### src/rtl/sonar_ctrl_pkg.sv
// rtl/sonar_ctrl_pkg.sv - shared types and constants for the sonar capture sequencer
package sonar_ctrl_pkg;

   typedef enum logic [1:0] {
      ST_IDLE    = 2'd0,
      ST_ALIGN   = 2'd1,
      ST_CAPTURE = 2'd2,
      ST_WAIT    = 2'd3
   } state_t;

   // Microphone slot carried on tuser; a sample set always begins at MIC_LL.
   localparam logic [1:0] MIC_LL = 2'd0;
   localparam logic [1:0] MIC_LH = 2'd1;
   localparam logic [1:0] MIC_RL = 2'd2;
   localparam logic [1:0] MIC_RH = 2'd3;

   localparam int SET_BEATS = 4;

endpackage

### src/rtl/sonar_ping_timer.sv
// rtl/sonar_ping_timer.sv - ping period timer, ping-length counter and expiry strobe
module sonar_ping_timer
   import sonar_ctrl_pkg::*;
#(
   parameter int CNT_W = 32,
   parameter int LEN_W = 16
) (
   input  logic             clk,
   input  logic             resetn,
   input  logic             active,
   input  logic             ping_evt,
   input  logic [CNT_W-1:0] period,
   input  logic [LEN_W-1:0] ping_len,
   output logic             expire,
   output logic             ping_out
);

   logic [CNT_W-1:0] period_m1;
   logic [CNT_W-1:0] timer;
   logic [LEN_W-1:0] ping_rem;

   // Expiry and wrap share one compare; the sequencer decides whether it becomes a ping.
   assign expire = active && (timer == period_m1);

   always_ff @(posedge clk) begin
      if (!resetn) begin
         period_m1 <= '0;
         timer     <= '0;
         ping_rem  <= '0;
         ping_out  <= 1'b0;
      end else begin
         if (ping_evt) begin
            period_m1 <= (period == '0) ? '0 : period - CNT_W'(1);
            timer     <= '0;
         end else if (active) begin
            timer <= expire ? '0 : timer + CNT_W'(1);
         end else begin
            timer <= '0;
         end

         // ping_rem counts the high cycles still owed after the current one.
         if (ping_evt) begin
            ping_rem <= (ping_len == '0) ? '0 : ping_len - LEN_W'(1);
            ping_out <= 1'b1;
         end else begin
            ping_out <= (ping_rem != '0);
            if (ping_rem != '0)
               ping_rem <= ping_rem - LEN_W'(1);
         end
      end
   end

endmodule

### src/rtl/sonar_capture_ctrl.sv
// rtl/sonar_capture_ctrl.sv - ping scheduler and aligned capture window between I2S front end and DMA
module sonar_capture_ctrl
   import sonar_ctrl_pkg::*;
#(
   parameter int CNT_W = 32,
   parameter int LEN_W = 16
) (
   input  logic             m_axis_aclk,
   input  logic             m_axis_aresetn,
   input  logic             start,
   input  logic             run,
   input  logic [CNT_W-1:0] period,
   input  logic [LEN_W-1:0] ping_len,
   input  logic [LEN_W-1:0] capture_len,
   output logic             ping_out,
   output logic             busy,
   output logic             overrun,
   input  logic [31:0]      s_axis_tdata,
   input  logic [1:0]       s_axis_tuser,
   input  logic             s_axis_tvalid,
   output logic             s_axis_tready,
   output logic [31:0]      m_axis_tdata,
   output logic [1:0]       m_axis_tuser,
   output logic             m_axis_tvalid,
   input  logic             m_axis_tready,
   output logic             m_axis_tlast
);

   localparam int BEAT_W = LEN_W + 2;

   state_t            state;
   logic [BEAT_W-1:0] beat_cnt;
   logic [BEAT_W-1:0] last_beat;
   logic [LEN_W-1:0]  cap_nz;
   logic              ping_evt;
   logic              expire;
   logic              handshake;
   logic              at_last;
   logic              set_start;

   assign cap_nz    = (capture_len == '0) ? LEN_W'(1) : capture_len;
   assign handshake = s_axis_tvalid && m_axis_tready;
   assign at_last   = (beat_cnt == last_beat);
   assign set_start = s_axis_tvalid && (s_axis_tuser == MIC_LL);
   assign busy      = (state != ST_IDLE);

   // A slot expiring while a packet is still open is an overrun, never a ping.
   assign ping_evt = ((state == ST_IDLE) && (start || run)) ||
                     ((state == ST_WAIT) && run && expire);

   sonar_ping_timer #(
      .CNT_W (CNT_W),
      .LEN_W (LEN_W)
   ) u_timer (
      .clk      (m_axis_aclk),
      .resetn   (m_axis_aresetn),
      .active   (busy),
      .ping_evt (ping_evt),
      .period   (period),
      .ping_len (ping_len),
      .expire   (expire),
      .ping_out (ping_out)
   );

   always_ff @(posedge m_axis_aclk) begin
      if (!m_axis_aresetn) begin
         state     <= ST_IDLE;
         beat_cnt  <= '0;
         last_beat <= '0;
         overrun   <= 1'b0;
      end else begin
         if (expire && ((state == ST_ALIGN) || (state == ST_CAPTURE)))
            overrun <= 1'b1;
         if (ping_evt)
            last_beat <= BEAT_W'(cap_nz) * BEAT_W'(SET_BEATS) - BEAT_W'(1);

         case (state)
            ST_IDLE: begin
               if (ping_evt)
                  state <= ST_ALIGN;
            end
            ST_ALIGN: begin
               beat_cnt <= '0;
               if (set_start)
                  state <= ST_CAPTURE;
            end
            ST_CAPTURE: begin
               if (handshake) begin
                  beat_cnt <= beat_cnt + BEAT_W'(1);
                  if (at_last)
                     state <= run ? ST_WAIT : ST_IDLE;
               end
            end
            ST_WAIT: begin
               if (!run)
                  state <= ST_IDLE;
               else if (ping_evt)
                  state <= ST_ALIGN;
            end
            default: state <= ST_IDLE;
         endcase
      end
   end

   // The first MIC_LL beat is held in ALIGN so it re-presents as the first packet beat.
   always_comb begin
      s_axis_tready = 1'b1;
      m_axis_tvalid = 1'b0;
      m_axis_tlast  = 1'b0;
      case (state)
         ST_ALIGN: s_axis_tready = !set_start;
         ST_CAPTURE: begin
            s_axis_tready = m_axis_tready;
            m_axis_tvalid = s_axis_tvalid;
            m_axis_tlast  = at_last;
         end
         default: ;
      endcase
   end

   assign m_axis_tdata = s_axis_tdata;
   assign m_axis_tuser = s_axis_tuser;

endmodule

### config.mk
export PLATFORM = sky130hd
export DESIGN_NAME = sonar_capture_ctrl
export DESIGN_NICKNAME = d
export VERILOG_FILES = /design/src/rtl/sonar_ctrl_pkg.sv /design/src/rtl/sonar_ping_timer.sv /design/src/rtl/sonar_capture_ctrl.sv
export SDC_FILE = /design/constraint.sdc
export NUM_CORES = 1
export LEC_CHECK = 0
export BUFFER_PORTS_ARGS = -buffer_cell sky130_fd_sc_hd__buf_2
export CAP_MARGIN = 25
export CORE_UTILIZATION = 41
export CTS_CLUSTER_SIZE = 16
export DETAILED_ROUTE_END_ITERATION = 16
export GPL_TIMING_DRIVEN = 0
export PLACE_DENSITY = 0.63
export SYNTH_ARGS = -nofsm -noshare
export SYNTH_HDL_FRONTEND = slang
export SYNTH_SLANG_ARGS = --single-unit
### constraint.sdc
create_clock -name m_axis_aclk -period 2.8 [get_ports m_axis_aclk]
set_input_delay 0.42 -clock m_axis_aclk [delete_from_list [all_inputs] [get_ports m_axis_aclk]]
set_output_delay 0.42 -clock m_axis_aclk [all_outputs]
set_load 0.03 [all_outputs]
==> results.yml <==
placement:
  gp_congestion: 0.889
  port-buffer-count: 110
  dp.cells: 1199
  dp_hpwl_mm: 14.5
clocking:
  clock-sinks: 119
  cts_buffers: 17
  cts_htree_levels: 4
  cts.reportedPaths.clkPinSlew_ns: 0.05
  postCtsSetupBuffers: 0
  cts_tree: "built"
  clock-root-buffer: "clkbuf_16"
  cts.path.max_buffers: 2
  clock_latency_ns: 0.42
critical_path:
  cpPeakStageDelay_ns: 0.49
  cp.arrival_ns: 2.84
  r2r_slack_ns: 0.23
  reg2reg_depth: 7
  start_kind: "flop"
  cp_max_fo: 10
  end_kind: "flop"
  crit_chain: "xnor2_1 > nand4_1 > nor4_4 > a31o_2 > buf_2 > clkbuf_1 > a211oi_1"
  path_delay_family: "buffers and inverters"
  required_ns: 3.06
  cp_slowest_cell: "clkbuf_1"
  path_class: "reg -> reg"
  rr_startpoint: "u_timer.timer[25]"
  r2r_end: "last_beat[7]"
  path_buf_inv: 2
yosys:
  yosysSeqAreaShare_pct: 33.5
  synth_area_leaders: "dfxtp_1 34%, xnor2_1 11%, xor2_1 6.7%, nor2_1 5.5%, buf_4 3.7%"
  yosysUniqueCellTypes: 57
  ys_seq_elements: 119
  syn-instance-count: 869
  synth_top_cell_area_share_pct: 33.5
  syn_area_um2: 7110
  synth_most_common_cell: "dfxtp_1"
  yosysTopAreaCell: "dfxtp_1"
  avgSynthCellArea_um2: 8.18
  synth_nets: 983
  synth_edf_count: 0
  async_reset_ff_share_pct: 0
  synth.top_cells.by_count: "119 x dfxtp_1, 104 x nor2_1, 89 x xnor2_1"
  synth_warnings: 0
  synth-main-ff-cell: "dfxtp_1"
power_and_ir_drop:
  powerDensity_nw_per_um2: 773
  ir_drop_mv: 0.452
  p_total_w: 0.00667
  leakagePower_nw: 3.17
die:
  die_y_um: 134
  ios: 144
  fp-row-count: 47
  start_util_pct: 42.4
  die_width_um: 134
  dieArea_um2: 17900
  core_area_um2: 16800
timing:
  whs_ns: 0.258
  fmax_ghz: 0.388
  rsz0062_at_grt: "false"
  finalSetupViolCount: 0
  finClkSkew_ns: 0.00731
  drv_slew: 0
  finalHoldViolCount: 0
  worst_pin_slew_ns: 0.822
  period_minus_slack_ns: 2.57
  period_share_pct: 92.0
  relSlewSlack_pct: 44.7
  setup_tns_ns: 0
global_route:
  grt_max_degree: 17
  grtUsageTotal_pct: 21.5
  grt_pass1_wl_mm: 29.8
  met3_usage_pct: 3.92
  grt_busiest_layer: "met2"
  gr-usage-met2_pct: 32.5
  grt_overflow_total: 0
  met1_usage_pct: 30.5
  grt_antenna_before_repair: 0
  grt_pass1_vias: 5830
cells_and_area:
  diodes: 0
  syn_to_final_growth_pct: 21.3
  fillers: 1603
  drive_gt1_share_pct: 21.5
  utilization_pct: 51.5
  final_cells: 1231
  final_nets: 1112
drt:
  viasPerCell: 5.31
  ant_nets: 0
  remaining_drc_errors: 0
  wl_per_cell_um: 15.2
  drt-pass1-iter-count: 5
  vias: 6541
  routed_wirelength_mm: 18.7
  drt_iter0_markers: 381
hold_path:
  holdPathStages: 2
  min-delay-start: "period[0]"
  hp-class: "in -> reg"
  hold_end: "u_timer.period_m1[0]"
outcome:
  status: "finished, final reports clean"
job:
  cap_violations: 0
[how the worst max path moves through the flow]
stage                     depth (start not counted)  slack, ns               endpoint         startpoint
after floorplan                                   7       0.44  u_timer.period_m1[17]         period[26]
after global placement                            8      -0.38  u_timer.period_m1[14]  u_timer.timer[25]
after detailed placement                          8      -0.42  u_timer.period_m1[14]  u_timer.timer[25]
after CTS                                         9      0.005  u_timer.period_m1[14]           state[0]
after global routing                              8       0.04          last_beat[17]   u_timer.timer[4]
final                                             7       0.23           last_beat[7]  u_timer.timer[25]
[cell usage in the layout, fill, tap and decap left out, types with 17 or more instances in the layout]
| master | netlist | routed |
|---|---|---|
| nor2_1 | 104 | 104 |
| buf_2 | 5 | 115 |
| clkbuf_16 | 0 | 17 |
| a21oi_1 | 18 | 18 |
| or3_1 | 21 | 21 |
| clkbuf_1 | 20 | 20 |
| xnor2_1 | 89 | 89 |
| o21ai_0 | 29 | 29 |
| nand4_1 | 29 | 29 |
| xor2_1 | 54 | 54 |
| nand2_1 | 69 | 69 |
| dfxtp_1 | 119 | 119 |
| a211oi_1 | 17 | 17 |
| nor3_1 | 50 | 50 |
| nand3_1 | 43 | 43 |
| buf_4 | 35 | 35 |
[layout make-up]
| type | instances | area [um2] | share of cell area (%) |
|---|---|---|---|
| Multi-Input combinational cell | 671 | 4320 | 50.1 |
| Sequential cell | 119 | 2380 | 27.6 |
| Timing Repair Buffer | 110 | 551 | 6.38 |
| Clock buffer | 19 | 443 | 5.14 |
| Buffer | 63 | 392 | 4.54 |
| Tap cell | 220 | 275 | 3.19 |
| Clock inverter | 13 | 203 | 2.35 |
| Inverter | 16 | 60.1 | 0.696 |
[sequential cells by signal (all words and copies together), names as in the netlist]
name and count:
u_timer.ping_out 1, u_timer.period_m1 32, beat_cnt 18, u_timer.ping_rem 16
u_timer.timer 32, overrun 1, last_beat 17, state 2
[stage by stage]
| step | worst slack (ns) | cell area (um2) |
|---|---|---|
| after floorplan | 0.438 | 7110 |
| after global placement | -0.384 | 7930 |
| after detailed placement | -0.422 | 7930 |
| after CTS | 0.00521 | 8610 |
| after global routing | 0.0358 | 8620 |
| final | 0.225 | 8620 |
[logic make-up after synthesis]
group / count (synthesis) / share of synthesized area [%]
adder cells (fa/ha/maj): 10 / 1.76
XOR/XNOR: 143 / 17.6
multiplexers: 10 / 1.46
AND/OR/NAND/NOR: 390 / 27.9
AO/OA/AOI/OAI: 118 / 11.5
buffers and inverters: 79 / 6.32
flip-flops: 119 / 33.5
[power breakdown]
| group | leakage, nW | internal [W] | switching, W |
|---|---|---|---|
| Combinational | 1.89 | 0.000782 | 0.00129 |
| Clock | 0.313 | 0.00160 | 0.000789 |
| Sequential | 0.975 | 0.00198 | 0.000233 |
[timing repair]
action	CTS	global route
hold buffers	0	0
pin swaps	0	0
gates resized for setup	4	5
endpoints found under the setup margin	93	15
[layer usage]
layer	part of all wire, %	up-vias
li1	-	3311
met1	50	3008
met2	43	193
met3	5.3	29
met4	1.9	0
met5	0	-
No activity file was read; power rests on OpenSTA's default activity.
